$ cat src/rtl/cpu_sched_pkg.sv
// Shared types for the CPU memory scheduler: one-hot FSM states and owner tags.
package cpu_sched_pkg;

  // Bit positions of each state inside the one-hot encoding
  localparam logic [1:0] IDX_IDLE  = 2'd0;
  localparam logic [1:0] IDX_ISSUE = 2'd1;
  localparam logic [1:0] IDX_WAIT  = 2'd2;
  localparam logic [1:0] IDX_RESP  = 2'd3;

  typedef enum logic [3:0] {
    ST_IDLE  = 4'b0001,
    ST_ISSUE = 4'b0010,
    ST_WAIT  = 4'b0100,
    ST_RESP  = 4'b1000
  } state_t;

  typedef enum logic {
    OWN_IF  = 1'b0,
    OWN_MEM = 1'b1
  } owner_t;

  function automatic owner_t other_owner(input owner_t o);
    return (o == OWN_IF) ? OWN_MEM : OWN_IF;
  endfunction

endpackage

$ cat src/rtl/rr_arb2.sv
// Two-way round-robin arbiter: masked requests, tie broken by the priority pointer.
module rr_arb2
  import cpu_sched_pkg::*;
(
  input  logic   i_req_if,
  input  logic   i_req_mem,
  input  logic   i_mask_if,
  input  logic   i_mask_mem,
  input  owner_t i_prio,
  output logic   o_grant,
  output owner_t o_owner
);

  logic w_elig_if;
  logic w_elig_mem;

  // Pick the single eligible requester, or the prioritised one on a tie
  always_comb begin
    w_elig_if  = i_req_if & ~i_mask_if;
    w_elig_mem = i_req_mem & ~i_mask_mem;
    o_grant    = w_elig_if | w_elig_mem;
    o_owner    = OWN_IF;
    if (w_elig_if && w_elig_mem) begin
      o_owner = i_prio;
    end else if (w_elig_mem) begin
      o_owner = OWN_MEM;
    end
  end

endmodule

$ cat src/rtl/cpu_mem_sched.sv
// Shares one wrapper master channel between instruction fetch and data access.
module cpu_mem_sched
  import cpu_sched_pkg::*;
#(
  parameter int unsigned ADDR_W  = 32,
  parameter int unsigned DATA_W  = 32,
  parameter int unsigned TIMEOUT = 255
) (
  input  logic                ACLK,
  input  logic                ARESETn,
  input  logic                if_req,
  input  logic [ADDR_W-1:0]   if_addr,
  output logic [DATA_W-1:0]   if_rdata,
  output logic                if_done,
  input  logic                mem_req,
  input  logic                mem_we,
  input  logic [ADDR_W-1:0]   mem_addr,
  input  logic [DATA_W-1:0]   mem_wdata,
  input  logic [DATA_W/8-1:0] mem_wstrb,
  output logic [DATA_W-1:0]   mem_rdata,
  output logic                mem_done,
  output logic                m_valid,
  input  logic                m_ready,
  output logic                m_write,
  output logic [ADDR_W-1:0]   m_addr,
  output logic [DATA_W-1:0]   m_wdata,
  output logic [DATA_W/8-1:0] m_wstrb,
  input  logic                m_done,
  input  logic [DATA_W-1:0]   m_rdata,
  output logic                cpu_stall,
  output logic                timeout_err
);

  localparam int unsigned STRB_W = DATA_W / 8;
  // Counter only has to reach TIMEOUT-1
  localparam int unsigned CNT_W  = (TIMEOUT > 2) ? $clog2(TIMEOUT) : 1;

  state_t              r_state;
  state_t              w_state_nxt;
  owner_t              r_owner;
  owner_t              r_prio;      // requester that wins the next tie
  logic                r_mask_if;
  logic                r_mask_mem;
  logic [CNT_W-1:0]    r_cnt;
  logic                r_m_valid;
  logic                r_m_write;
  logic [ADDR_W-1:0]   r_m_addr;
  logic [DATA_W-1:0]   r_m_wdata;
  logic [STRB_W-1:0]   r_m_wstrb;
  logic [DATA_W-1:0]   r_if_rdata;
  logic [DATA_W-1:0]   r_mem_rdata;
  logic                r_timeout;

  logic                w_grant;
  owner_t              w_gnt_owner;
  logic                w_do_grant;
  logic                w_capture;
  logic                w_wd_fire;
  logic                w_wd_limit;
  logic                w_if_done;
  logic                w_mem_done;

  rr_arb2 u_arb (
    .i_req_if   (if_req),
    .i_req_mem  (mem_req),
    .i_mask_if  (r_mask_if),
    .i_mask_mem (r_mask_mem),
    .i_prio     (r_prio),
    .o_grant    (w_grant),
    .o_owner    (w_gnt_owner)
  );

  assign w_wd_limit = (TIMEOUT != 0) && (r_cnt == CNT_W'(TIMEOUT - 1));

  // Next-state and per-cycle control strobes
  always_comb begin
    w_state_nxt = r_state;
    w_do_grant  = 1'b0;
    w_capture   = 1'b0;
    w_wd_fire   = 1'b0;
    unique case (1'b1)
      r_state[IDX_IDLE]: begin
        if (w_grant) begin
          w_state_nxt = ST_ISSUE;
          w_do_grant  = 1'b1;
        end
      end
      r_state[IDX_ISSUE]: begin
        // A completion arriving with the accept skips WAIT entirely
        if (m_ready) begin
          w_state_nxt = m_done ? ST_RESP : ST_WAIT;
          w_capture   = m_done;
        end
      end
      r_state[IDX_WAIT]: begin
        if (m_done) begin
          w_state_nxt = ST_RESP;
          w_capture   = 1'b1;
        end else if (w_wd_limit) begin
          w_state_nxt = ST_RESP;
          w_wd_fire   = 1'b1;
        end
      end
      r_state[IDX_RESP]: begin
        w_state_nxt = ST_IDLE;
      end
      default: begin
        w_state_nxt = ST_IDLE;
      end
    endcase
  end

  // State register
  always_ff @(posedge ACLK or negedge ARESETn) begin
    if (!ARESETn) begin
      r_state <= ST_IDLE;
    end else begin
      r_state <= w_state_nxt;
    end
  end

  // Payload, response data, arbitration history and watchdog
  always_ff @(posedge ACLK or negedge ARESETn) begin
    if (!ARESETn) begin
      r_owner     <= OWN_IF;
      r_prio      <= OWN_IF;
      r_mask_if   <= 1'b0;
      r_mask_mem  <= 1'b0;
      r_cnt       <= '0;
      r_m_valid   <= 1'b0;
      r_m_write   <= 1'b0;
      r_m_addr    <= '0;
      r_m_wdata   <= '0;
      r_m_wstrb   <= '0;
      r_if_rdata  <= '0;
      r_mem_rdata <= '0;
      r_timeout   <= 1'b0;
    end else begin
      // Mask lasts only for the cycle right after a done
      r_mask_if  <= 1'b0;
      r_mask_mem <= 1'b0;
      if (w_do_grant) begin
        r_owner   <= w_gnt_owner;
        r_m_valid <= 1'b1;
        if (w_gnt_owner == OWN_IF) begin
          r_m_write <= 1'b0;
          r_m_addr  <= if_addr;
          r_m_wdata <= '0;
          r_m_wstrb <= '0;
        end else begin
          r_m_write <= mem_we;
          r_m_addr  <= mem_addr;
          r_m_wdata <= mem_wdata;
          r_m_wstrb <= mem_wstrb;
        end
      end
      if (r_state[IDX_ISSUE] && m_ready) begin
        r_m_valid <= 1'b0;
        r_cnt     <= '0;
      end else if (r_state[IDX_WAIT]) begin
        r_cnt <= r_cnt + CNT_W'(1);
      end
      if (w_capture) begin
        if (r_owner == OWN_IF) r_if_rdata <= m_rdata;
        else                   r_mem_rdata <= m_rdata;
      end
      if (w_wd_fire) begin
        r_timeout <= 1'b1;
        if (r_owner == OWN_IF) r_if_rdata <= '0;
        else                   r_mem_rdata <= '0;
      end
      if (r_state[IDX_RESP]) begin
        r_prio <= other_owner(r_owner);
        if (r_owner == OWN_IF) r_mask_if <= 1'b1;
        else                   r_mask_mem <= 1'b1;
      end
    end
  end

  assign w_if_done   = r_state[IDX_RESP] & (r_owner == OWN_IF);
  assign w_mem_done  = r_state[IDX_RESP] & (r_owner == OWN_MEM);
  assign if_done     = w_if_done;
  assign mem_done    = w_mem_done;
  assign if_rdata    = r_if_rdata;
  assign mem_rdata   = r_mem_rdata;
  assign m_valid     = r_m_valid;
  assign m_write     = r_m_write;
  assign m_addr      = r_m_addr;
  assign m_wdata     = r_m_wdata;
  assign m_wstrb     = r_m_wstrb;
  assign timeout_err = r_timeout;
  assign cpu_stall   = (if_req & ~w_if_done) | (mem_req & ~w_mem_done);

endmodule

$ cat config.mk
export PLATFORM = sky130hd
export DESIGN_NAME = cpu_mem_sched
export DESIGN_NICKNAME = d
export VERILOG_FILES = /design/src/rtl/cpu_sched_pkg.sv /design/src/rtl/rr_arb2.sv /design/src/rtl/cpu_mem_sched.sv
export SDC_FILE = /design/constraint.sdc
export NUM_CORES = 1
export LEC_CHECK = 0
export ABC_CLOCK_PERIOD_IN_PS = 2200
export CAP_MARGIN = 5
export CORE_MARGIN = 1
export CORE_UTILIZATION = 35
export CTS_CLUSTER_DIAMETER = 60
export DETAILED_ROUTE_END_ITERATION = 10
export PLACE_DENSITY_LB_ADDON = 0.08
export SLEW_MARGIN = 20
export SYNTH_ARGS = -nofsm -noshare
export SYNTH_HDL_FRONTEND = slang
export SYNTH_SLANG_ARGS = --single-unit
$ cat constraint.sdc
create_clock -name ACLK -period 2.2 [get_ports ACLK]
set_input_delay 0.44 -clock ACLK [delete_from_list [all_inputs] [get_ports ACLK]]
set_output_delay 0.44 -clock ACLK [all_outputs]
set_load 0.01 [all_outputs]
==> flow_summary.json <==
{
  "synth_seq_cells": 151,
  "die_w_um": 135,
  "synth_cells": 516,
  "synth_most_common_cell": "sky130_fd_sc_hd__dfrtp_1",
  "wl_met2_um": 8620,
  "worst-r2r-cell-count": 6,
  "crit_cells": 3,
  "drc": 0,
  "layout.filler_cells": 1419,
  "setup_violations": 0,
  "detailed_place_hpwl_um": 13000,
  "placed_cell_area_mm2": 0.00926,
  "timing_worst_slew_pin_value_ns": 0.546,
  "yosys-top-cells-count": "sky130_fd_sc_hd__dfrtp_1 (150), sky130_fd_sc_hd__nand2_1 (96), sky130_fd_sc_hd__a22o_1 (69)",
  "largest_net_degree_at_the_start_of_global_routing": 56,
  "number_of_global_route_vias_before_repair": 5400,
  "final_net_count": 935,
  "die-height_um": 135,
  "cts_tree": "done",
  "postLayoutCoreUtil_pct": 57.6,
  "ys_async_sr_fraction_pct": 100,
  "synth.yosys.seq_area_share_pct": 60.9,
  "synth_area_leaders": "sky130_fd_sc_hd__dfrtp_1 (61%), sky130_fd_sc_hd__a22o_1 (9.7%), sky130_fd_sc_hd__nand2_1 (5.8%)",
  "dp_worst_setup_slack_ns": 0.193,
  "floorplan.rows": 48,
  "syn-num-nets": 657,
  "clock_insertion_delay_worst_skew_ns": 0.42,
  "setup_repair_after_global_routing_missed_its_margin": "false",
  "timing.critical_path.arrival_ns": 1.45,
  "timing.final.hold_violations": 0,
  "worst-setup-path-type": "reg -> out",
  "static-leakage-power_uw": 0.00447,
  "clock_tree.root_cell": "sky130_fd_sc_hd__clkbuf_16",
  "initial_core_util_pct": 35.9,
  "crit_path_max_fanout": 4,
  "r2r_setup_slack_ns": 0.34,
  "power.density_mw_per_mm2": 1410,
  "numCtsBuffers": 17,
  "dr.first_iter.drc_count": 183,
  "clk_transition_reported_paths_ns": 0.06,
  "floorplan.die_area_mm2": 0.0183,
  "timing.critical_path.to": "cpu_stall",
  "detailroute.via_count": 5016,
  "cts-htree-levels": 4,
  "post-route-cell-area_mm2": 0.00997,
  "worstSetupEndpointType": "output pin",
  "critical_path.startpoint": "r_state[3]",
  "avgSynthCellArea_um2": 12.0,
  "worst_hold_path_type": "reg -> reg",
  "worst_r2r_startpoint": "r_cnt[0]",
  "peakVddDrop_mv": 0.651,
  "synth_edf_count": 0,
  "port_buffers": 276,
  "worstPathRequired_ns": 1.76,
  "worst_path_max_delay_cell": "sky130_fd_sc_hd__dfrtp_1",
  "synth_top_cell_by_area": "sky130_fd_sc_hd__dfrtp_1",
  "io-pin-count": 277,
  "max-slew-margin-rel_pct": 63.6,
  "cap_violations": 0,
  "setup_ws_ns": 0.314,
  "vias_per_cell": 4.87,
  "ys_dominant_reg_cell": "sky130_fd_sc_hd__dfrtp_1",
  "detail_route.wirelength.met1_um": 7310,
  "hold_path.startpoint": "m_addr[13]",
  "dr.pass1.iters": 4,
  "groute.usage.overall_pct": 20.3,
  "result_of_the_run": "complete, no violations",
  "setup_tns_ns": 0,
  "netlist-cell-type-count": 41,
  "met3_length_um": 1710,
  "mappedNetlistArea_mm2": 0.00620,
  "antenna_violating_nets_post_route": 0,
  "cp.buffers_inverters": 1,
  "detail_route.wl_per_cell_um": 17.4,
  "core_area_mm2": 0.0173,
  "final_period_minus_worst_setup_slack_ns": 1.89,
  "routed.top_layer": "met4",
  "fin_worst_skew_ns": 0.00682,
  "first_pass_grt_wire_length_um": 28300,
  "critical_path.max_stage_delay_ns": 0.42,
  "numClockSinks": 151,
  "antenna_found_initial": 0,
  "cts.path.max_buffers": 2,
  "final_max_slew_viol_count": 0,
  "post-route-period-util_pct": 85.7,
  "maximum_clock_rate_mhz": 530,
  "synth_top_cell_area_share_pct": 60.5,
  "gp_routability_congestion": 0.794,
  "grt.overflow.total": 0,
  "post_route_cells_drive_above_1_share_pct": 11.5,
  "critPathTopFamily": "flip-flops",
  "num_antenna_cells": 0,
  "synthToLayoutAreaGrowth_pct": 60.6,
  "start_kind": "flip-flop",
  "path_cells": "and2_1 -> a21oi_1 -> buf_4",
  "post-layout-total-power_uw": 14100,
  "yosys_warn_count": 0,
  "aggregate_routed_wire_length_um": 17900
}
-- routing by layer --
layer	vias up	global-route usage (%)
li1	2381	-
met4	0	7.12
met1	2402	24.1
met2	214	33.3
met3	19	8.12
met5	-	0
-- logic make-up after synthesis --
group           count (synthesis)  share of synthesized area, %
compound gates                152                          19.3
flops                         151                          60.9
simple gates                  128                          9.34
buf+inv                        46                          4.18
mux                            32                          5.16
xor+xnor                        5                         0.706
fa+ha+maj                       2                         0.403
-- final cells by class --
| type | count | area [um2] | area share (%) |
|---|---|---|---|
| inverter | 7 | 26.3 | 0.264 |
| sequential | 151 | 3780 | 37.9 |
| clock buffer | 19 | 443 | 4.44 |
| tap | 225 | 282 | 2.82 |
| multi-input combinational | 319 | 2180 | 21.9 |
| clock inverter | 12 | 248 | 2.49 |
| timing repair buffer | 298 | 3010 | 30.2 |
-- how the worst min path moves through the flow --
stage | end | slack (ns) | cells after the start
after global placement | asynchronous set/reset pin | 0.44 | 1
after global routing | m_wdata[9] | 0.52 | 1
after CTS | m_addr[13] | 0.48 | 2
after detailed placement | asynchronous set/reset pin | 0.45 | 1
after floorplan | asynchronous set/reset pin | 0.14 | 0
final | m_addr[13] | 0.48 | 2
-- placed cells by master, fill, tap and decap left out, types with 12 or more instances in the layout --
cell	Yosys	final
sky130_fd_sc_hd__a22o_1	69	69
sky130_fd_sc_hd__buf_4	7	16
sky130_fd_sc_hd__clkbuf_16	0	17
sky130_fd_sc_hd__clkdlybuf4s50_1	0	272
sky130_fd_sc_hd__dfrtp_1	150	150
sky130_fd_sc_hd__mux2i_1	32	32
sky130_fd_sc_hd__nand2_1	96	96
sky130_fd_sc_hd__o21ai_0	12	12
sky130_fd_sc_hd__o21ai_1	23	23
sky130_fd_sc_hd__o21ai_2	30	30
-- through the flow --
step,hold WS (ns),std cells
after floorplan,0.144,516
after global placement,0.444,999
after detailed placement,0.448,999
after CTS,0.484,1031
after global routing,0.516,1031
final,0.478,1031
-- timing repair --
| action | CTS | global route |
|---|---|---|
| hold endpoints to repair | 15 | 0 |
| setup endpoints to repair | 1 | 1 |
| buffers inserted | 0 | 0 |
| gates resized for setup | 1 | 1 |
| hold buffers | 1 | 0 |
-- worst register-to-register path, stage by stage, from the launching register on --
cell and delay [ns]:
sky130_fd_sc_hd__dfrtp_1 0.42, sky130_fd_sc_hd__inv_1 0.08, sky130_fd_sc_hd__ha_1 0.16, sky130_fd_sc_hd__nand3_1 0.21, sky130_fd_sc_hd__nor4_4 0.46, sky130_fd_sc_hd__buf_4 0.33, sky130_fd_sc_hd__o21ai_2 0.09
-- where the power goes --
| part | switching (uW) | internal [uW] |
|---|---|---|
| registers | 773 | 4060 |
| logic | 2480 | 3360 |
| clock network | 1150 | 2270 |
Power figures use the tool's default switching activity.
